## src/rtl/rsa_modexp_pkg.sv

```systemverilog
// Shared types and constants for the modular-exponentiation sequencer.
// Optional feature macro: RSA_MODEXP_EARLY_TERM_EN (see rsa_modexp_seq).
package rsa_modexp_pkg;

  typedef enum logic [2:0] {
    S_IDLE,
    S_PRE,
    S_ITER,
    S_POST,
    S_DONE
  } state_t;

  typedef enum logic [1:0] {
    PH_LOAD,
    PH_RUN,
    PH_STORE
  } phase_t;

  localparam logic [1:0] SEL1_PRE  = 2'b00;
  localparam logic [1:0] SEL1_ITER = 2'b01;
  localparam logic [1:0] SEL1_POST = 2'b10;

  // Full control word driven towards the MMM datapath
  typedef struct packed {
    logic       rst_mmm;
    logic       ld_a;
    logic       ld_r;
    logic       lock1;
    logic       lock2;
    logic [1:0] sel1;
    logic       sel2;
    logic       busy;
    logic       eoc;
  } ctl_t;

  localparam ctl_t CTL_IDLE = '{
    rst_mmm: 1'b0,
    ld_a:    1'b0,
    ld_r:    1'b0,
    lock1:   1'b0,
    lock2:   1'b0,
    sel1:    SEL1_PRE,
    sel2:    1'b0,
    busy:    1'b0,
    eoc:     1'b0
  };

endpackage

```

## src/rtl/rsa_op_timer.sv

```systemverilog
// Per-operation timer: walks LOAD (1 cycle), RUN (MMM_LAT cycles),
// STORE (1 cycle), then wraps so back-to-back ops need no idle cycle.
module rsa_op_timer
  import rsa_modexp_pkg::*;
#(
  parameter int MMM_LAT = 10
) (
  input  logic   clk,
  input  logic   rstb,
  input  logic   en,
  input  logic   go,
  input  logic   clr,
  output phase_t phase,
  output logic   last
);

  localparam int CW = $clog2(MMM_LAT + 2);
  localparam logic [CW-1:0] LAST_CNT = CW'(MMM_LAT + 1);

  logic [CW-1:0] cnt;

  // Count while an op is active; clr restarts at LOAD, en=0 freezes.
  always_ff @(posedge clk or negedge rstb) begin
    if (!rstb) begin
      cnt <= '0;
    end else if (en) begin
      if (clr) begin
        cnt <= '0;
      end else if (go) begin
        cnt <= (cnt == LAST_CNT) ? '0 : cnt + CW'(1);
      end
    end
  end

  // Decode the sub-phase from the registered count.
  always_comb begin
    last  = (cnt == LAST_CNT);
    phase = PH_RUN;
    if (last) begin
      phase = PH_STORE;
    end else if (cnt == '0) begin
      phase = PH_LOAD;
    end
  end

endmodule

```

## src/rtl/rsa_modexp_seq.sv

```systemverilog
// Right-to-left binary modular exponentiation sequencer driving an external
// Montgomery multiplier: PRE conversion, EXP_W square/multiply ops, POST
// conversion. Optional macro RSA_MODEXP_EARLY_TERM_EN stops iterating once
// the remaining exponent bits are all zero (no longer constant time).
//
// Handshake: start is a one-cycle request honoured only in IDLE with en=1
// and abort=0; busy is high from the cycle after acceptance until the last
// STORE; eoc pulses for exactly one cycle (DONE) when a run completes, and
// never after an abort or reset. All outputs decode from registers only.
module rsa_modexp_seq
  import rsa_modexp_pkg::*;
#(
  parameter int EXP_W   = 10,
  parameter int MMM_LAT = 10
) (
  input  logic             clk,
  input  logic             rstb,
  input  logic             en,
  input  logic             start,
  input  logic             abort,
  input  logic [EXP_W-1:0] expE,
  output logic             rst_mmm,
  output logic             ld_a,
  output logic             ld_r,
  output logic             lock1,
  output logic             lock2,
  output logic [1:0]       sel1,
  output logic             sel2,
  output logic             busy,
  output logic             eoc
);

  localparam int IW = $clog2(EXP_W + 1);
  localparam logic [IW-1:0] LAST_IT = IW'(EXP_W - 1);

  state_t           state, state_n;
  logic [EXP_W-1:0] reg_exp, reg_exp_n;
  logic [IW-1:0]    it_cnt, it_cnt_n;
  phase_t           phase;
  logic             op_last;
  logic             op_active;
  logic             timer_clr;
  ctl_t             ctl;

  assign op_active = (state == S_PRE) || (state == S_ITER) || (state == S_POST);

  rsa_op_timer #(
    .MMM_LAT (MMM_LAT)
  ) u_timer (
    .clk   (clk),
    .rstb  (rstb),
    .en    (en),
    .go    (op_active),
    .clr   (timer_clr),
    .phase (phase),
    .last  (op_last)
  );

  // State, exponent shift register and iteration counter; en=0 holds all.
  always_ff @(posedge clk or negedge rstb) begin
    if (!rstb) begin
      state   <= S_IDLE;
      reg_exp <= '0;
      it_cnt  <= '0;
    end else if (en) begin
      state   <= state_n;
      reg_exp <= reg_exp_n;
      it_cnt  <= it_cnt_n;
    end
  end

  // Next-state logic; abort outranks every advance, including start.
  always_comb begin
    state_n   = state;
    reg_exp_n = reg_exp;
    it_cnt_n  = it_cnt;
    timer_clr = 1'b0;
    if (abort) begin
      state_n   = S_IDLE;
      timer_clr = 1'b1;
    end else begin
      case (state)
        S_IDLE: begin
          if (start) begin
            state_n   = S_PRE;
            reg_exp_n = expE;
            it_cnt_n  = '0;
          end
        end
        S_PRE: begin
          if (op_last) begin
`ifdef RSA_MODEXP_EARLY_TERM_EN
            state_n = (reg_exp == '0) ? S_POST : S_ITER;
`else
            state_n = S_ITER;
`endif
          end
        end
        S_ITER: begin
          if (op_last) begin
            reg_exp_n = reg_exp >> 1;
            it_cnt_n  = it_cnt + IW'(1);
`ifdef RSA_MODEXP_EARLY_TERM_EN
            if ((it_cnt == LAST_IT) || (reg_exp[EXP_W-1:1] == '0)) begin
              state_n = S_POST;
            end
`else
            if (it_cnt == LAST_IT) begin
              state_n = S_POST;
            end
`endif
          end
        end
        S_POST: begin
          if (op_last) begin
            state_n = S_DONE;
          end
        end
        S_DONE: begin
          state_n = S_IDLE;
        end
        default: begin
          state_n   = S_IDLE;
          timer_clr = 1'b1;
        end
      endcase
    end
  end

  // Output decode from registered state and timer sub-phase.
  always_comb begin
    ctl = CTL_IDLE;
    case (state)
      S_PRE: begin
        ctl.sel1  = SEL1_PRE;
        ctl.sel2  = 1'b0;
        ctl.lock1 = 1'b1;
        ctl.lock2 = 1'b1;
      end
      S_ITER: begin
        ctl.sel1  = SEL1_ITER;
        ctl.sel2  = 1'b1;
        ctl.lock1 = reg_exp[0];
        ctl.lock2 = 1'b1;
      end
      S_POST: begin
        ctl.sel1  = SEL1_POST;
        ctl.sel2  = 1'b1;
        ctl.lock1 = 1'b1;
        ctl.lock2 = 1'b0;
      end
      S_DONE: begin
        ctl.eoc = 1'b1;
      end
      default: begin
        ctl = CTL_IDLE;
      end
    endcase
    if (op_active) begin
      ctl.busy = 1'b1;
      case (phase)
        PH_LOAD: begin
          ctl.ld_a    = 1'b1;
          ctl.rst_mmm = 1'b0;
        end
        PH_STORE: begin
          ctl.ld_r    = 1'b1;
          ctl.rst_mmm = 1'b1;
        end
        default: begin
          ctl.rst_mmm = 1'b1;
        end
      endcase
    end
  end

  assign rst_mmm = ctl.rst_mmm;
  assign ld_a    = ctl.ld_a;
  assign ld_r    = ctl.ld_r;
  assign lock1   = ctl.lock1;
  assign lock2   = ctl.lock2;
  assign sel1    = ctl.sel1;
  assign sel2    = ctl.sel2;
  assign busy    = ctl.busy;
  assign eoc     = ctl.eoc;

endmodule

```

## config.mk

```make
export PLATFORM = sky130hd
export DESIGN_NAME = rsa_modexp_seq
export DESIGN_NICKNAME = d
export VERILOG_FILES = /design/src/rtl/rsa_modexp_pkg.sv /design/src/rtl/rsa_op_timer.sv /design/src/rtl/rsa_modexp_seq.sv
export SDC_FILE = /design/constraint.sdc
export NUM_CORES = 1
export LEC_CHECK = 0
export CORE_MARGIN = 10
export CORE_UTILIZATION = 45
export DETAILED_ROUTE_END_ITERATION = 16
export PLACE_DENSITY = 0.72
export SYNTH_ARGS = -nofsm -noshare
export SYNTH_HDL_FRONTEND = slang
export SYNTH_SLANG_ARGS = --single-unit
```

## constraint.sdc

```tcl
create_clock -name clk -period 3.8 [get_ports clk]
set_clock_uncertainty 0.2 [all_clocks]
set_input_delay 0.95 -clock clk [delete_from_list [all_inputs] [get_ports clk]]
set_output_delay 0.95 -clock clk [all_outputs]
set_load 0.005 [all_outputs]
```

=== After elaboration in Yosys (flattened, before gate mapping) ===
Index checks and enable logic that the tools add are counted.

* Flip-flop bits (word level): 21
* Input bits: 15
* Output and inout bits: 10

* Add/subtract/negate cells: 2
* Equality and inequality tests: 14
* Multiplexer cells: 27
* Bitwise gates (word level): 1
* Reduce and logical (&&, ||, !) cells: 11

{| class="wikitable"
|+ Operator list
! cell !! number
|-
| $mux 3 || 7
|-
| $mux 10 || 2
|-
| $mux 4 || 5
|-
| $pmux 10 s2 || 1
|-
| $pmux 5 s3 || 1
|-
| $ne 3x3->1 const B || 4
|-
| $pmux 3 s4 || 1
|-
| $add 4x1->4 const B || 2
|-
| $eq 4x4->1 const B || 2
|-
| $mux 1 || 8
|-
| $pmux 4 s2 || 1
|-
| $eq 3x2->1 const B || 2
|-
| $reduce_and 6->1 || 1
|-
| $reduce_and 5->1 || 1
|-
| $reduce_or 5->1 || 1
|-
| $logic_not 4->1 || 1
|-
| $ne 2x2->1 const B || 2
|-
| $reduce_bool 2->1 || 2
|-
| $eq 3x1->1 const B || 1
|-
| $eq 3x3->1 const B || 1
|-
| $logic_not 3->1 || 1
|-
| $ne 3x2->1 const B || 1
|-
| $eq 2x2->1 const B || 1
|-
| $logic_not 2->1 || 1
|-
| 4 further kinds || 5
|}

=== Longest topological paths before layout ===
* Depth after elaboration: 6
* Depth in mapped cells: 6

=== Cells and area by module ===
A second synthesis with hierarchy kept.

* Cell total of the unflattened synthesis: 131
* Area, all modules: 1,311.3 sq um

{| class="wikitable"
|+ Modules (own cells, without submodules)
! module !! instances !! cells an instance !! area each (sq um)
|-
| rsa_modexp_seq || 1 || 101 || 1,034.7
|-
| rsa_op_timer || 1 || 30 || 276.5
|}

=== Worst setup path before layout ===
OpenSTA, ideal clock, no wires.

* Path kind: in2reg
* Start: in abort
* End: reg it_cnt[3]
* Library setup time: 0.083 ns
* Data arrival time: 2.220 ns
* Required time: 3.517 ns
* Setup slack: 1.298 ns
* Cell stages on the path: 4
* Cells stage by stage: or3b_4 or3_4 or4_1 o21ai_0

* Longest elaborated chain between the ends: 2

{| class="wikitable"
|+ Ends and longest elaborated chain
! what !! line !! source
|-
| start: declaration || rsa_modexp_seq.sv:20 || <nowiki>input logic abort,</nowiki>
|-
| $not 1->1 (no source line) || -- ||
|-
| $reduce_and 5->1 (no source line) || -- ||
|-
| end signal: assignment || rsa_modexp_seq.sv:68 || <nowiki>it_cnt <= it_cnt_n;</nowiki>
|-
| end: declaration || rsa_modexp_seq.sv:38 || <nowiki>logic [IW-1:0] it_cnt, it_cnt_n;</nowiki>
|}

Every way passes these cells.
A chain may end at the register's enable or synchronous reset.

=== Final worst setup path ===
* Start: reg state[0]
* End: out ld_a

* Longest elaborated chain between the ends: 4

{| class="wikitable"
|+ Ends and longest elaborated chain
! what !! line !! source
|-
| start: declaration || rsa_modexp_seq.sv:36 || <nowiki>state_t state, state_n;</nowiki>
|-
| start signal: assignment || rsa_modexp_seq.sv:66 || <nowiki>state <= state_n;</nowiki>
|-
| $eq 3x1->1 or $eq 3x2->1 (tied branches) || rsa_modexp_seq.sv:45 || <nowiki>assign op_active = (state == S_PRE) || (state == S_ITER) || (state == S_POST);</nowiki>
|-
| $logic_or 1x1->1 || rsa_modexp_seq.sv:45 ||
|-
| $logic_or 1x1->1 (*) || rsa_modexp_seq.sv:45 ||
|-
| $mux 3 (*) || rsa_modexp_seq.sv:159 || <nowiki>if (op_active) begin</nowiki>
|-
| end: declaration || rsa_modexp_seq.sv:23 || <nowiki>output logic ld_a,</nowiki>
|}

Every way passes the cells marked *; elsewhere a longest branch is shown, timed or not.

==> reports/results.ini <==
[status]
status=completed

[logic_synthesis]
synthesis.nets=140
ys_types=37
ys_seq_elements=21
synth_top_area_share_pct=45.1
postSynthCellCount=121
synth_top_area_cell=dfrtp_1
seq_area_frac_synth_pct=45.1
synthesis.area_um2=1170
avgSynthCellArea_um2=9.64
synth_edf_count=0
yosys_warnings=0
synthTopCellsByArea=dfrtp_1, a2bb2oi_1, o22ai_1, ha_1, inv_1
synthArstFlopShare_pct=100
synthFlopType=dfrtp_1

[hold_path]
hold_start=reg_exp[7]
hp-class=reg -> reg

[timing]
layout_worst_path_cycle_share_pct=81.9
max_freq_ghz=0.321
rsz0062_at_grt=no
relSlewSlack_pct=37.4
hold_viol=0
min_period_ps=3110
hold_slack_ps=359
max_slew.worst_pin.slew_ps=936
tns_ps=0
drv_slew=0
setup-violations-final=0

[die]
floorplan.die.height_um=70.9
initial_core_util_pct=47.1
die-area_um2=5030
fp-row-count=18
io_pins=25
coreArea_um2=2480
die_w_um=70.9

[power_and_ir_drop]
swShare_pct=36.0
internal_power_mw=0.556
vdd_drop_max_v=0.000478
power_frac_seq_pct=42.1
p_leak_nw=0.591
clkPwrFrac_pct=12.5
power_density_nw_per_um2=600
p_comb_share_pct=45.5
power_switching_mw=0.313

[clock_network]
cts_max_path_buffers=2
cts_hold_buf=0
cts_buffers=3
post_cts_buffers=0
clkTransAtPathRegs_ps=120
clock_sinks=21
ctsHtreeMaxLevel=1
cts_tree=done
clock_latency_ps=300
post_cts_resize_count=0
cts-root-buf=clkbuf_4

[worst_setup_path]
path_delay_family=flip-flops
arrival_ps=1960
cp.required_ps=2650
end_kind=output pin
cp_max_fo=14
critPathMaxStageDelay_ps=560
critPathBufInv=2
r2r-start=state[2]
startpoint_type=register
slowest_stage=dfrtp_1
worstPathCellList=o21bai_1 > inv_1 > and3_1 > clkdlybuf4s50_1
criticalPathCategory=reg -> out
r2r_setup_slack_ps=1560
startpoint=state[0]

[final_layout]
syn_to_final_growth_pct=24.0
diodes=0
seq_area_um2=526
layout.nets=164
fill_cells=225
multi_input_area_um2=561
layout-drive-gt1-share_pct=6.25

[drt]
avgViaCountPerCell=5.84
wire_per_inst_um=16.4
postRouteAntennaNets=0
drt-initial-drc-count=78
firstDrtPassIters=5
wl_um=2850
drc_errors=0
vias=1016

[grt]
grt_antenna_before_repair=0
grt_max_degree=22
grt_pass1_wl_um=4850
grt-ovfl-total=0
grt_pass1_vias=1034
grtUsageTotal_pct=11.4

[job]
max_cap_viol_count=0

[placement]
port_buffers=24
place_hpwl_um=2140
gp_routability_congestion=0.844

## power groups by stage
stage	Clock [mW]	Combinational (mW)	Sequential (mW)
after floorplan	0	0.255	0.328
after global placement	0	0.386	0.365
after detailed placement	0	0.400	0.367
after CTS	0.112	0.401	0.363
after global routing	0.117	0.445	0.376
final	0.108	0.395	0.365
## routing by layer
metal  wire length, um  vias up  global-route usage [%]
li1                  -      498                       -
met2              1420       25                    19.5
met4                12        0                    3.66
met3               180        2                    3.63
met5                 0        -                       0
met1              1240      491                    13.1
## synth_stat cells, types with 2 or more instances
master	n
dfrtp_1	21
inv_1	11
o22ai_1	11
a2bb2oi_1	10
o21ai_0	8
nor2_1	6
nand2_1	5
nand3_1	5
a21oi_1	4
clkbuf_1	4
ha_1	4
and3_1	3
nand3b_1	2
nor3_1	2
o31ai_1	2
or4_1	2
## area by class of cell
cell class / count / area share, %
Clock buffer: 4 / 1.82
Inverter: 11 / 2.85
Multi-Input combinational cell: 82 / 38.8
Sequential cell: 21 / 36.3
Tap cell: 30 / 2.60
Timing Repair Buffer: 26 / 17.6
## path summary, 6_finish.rpt
| kind | to | depth (start not counted) |
|---|---|---|
| max | ld_a | 4 |
| min | reg_exp[7] | 1 |
| max reg2reg | it_cnt[0] | 4 |
| min reg2reg | reg_exp[7] | 1 |
| max in group asynchronous | reg_exp[0] | 1 |
| min in group asynchronous | u_timer.cnt[3] | 1 |
## layout by cell type, fill, tap and decap left out, types with 3 or more instances in the layout
cell type,n
nand2_1,5
dfrtp_1,21
nand3_1,5
a2bb2oi_1,10
o21ai_0,8
clkbuf_4,3
nor2_1,6
ha_1,4
clkdlybuf4s50_1,24
inv_1,11
and3_1,3
o22ai_1,11
a21oi_1,4
## state kept, by name (all words and copies together) (netlist names)
signal	count
u_timer.cnt	4
reg_exp	10
it_cnt	4
state	3
## metrics by stage
step / std cells / cell area (um^2) / utilization [%] / power, mW / worst slack (ps)
floorplan: 121 / 1170 / - / 0.584 / 1300
global placement: 170 / 1420 / 57.3 / 0.750 / 584
detailed placement: 170 / 1420 / 57.3 / 0.767 / 517
CTS: 174 / 1450 / 58.4 / 0.877 / 675
global route: 174 / 1450 / 58.4 / 0.938 / 569
finish: 174 / 1450 / 58.4 / 0.868 / 688
## logic make-up after synthesis
logic type / synth area share, %
fa+ha+maj: 4.29
buf+inv: 6.87
mux: 0.858
compound gates: 25.8
xor+xnor: 0.751
flops: 45.1
simple gates: 16.4
Note: power is estimated with default switching activity, not from simulation.
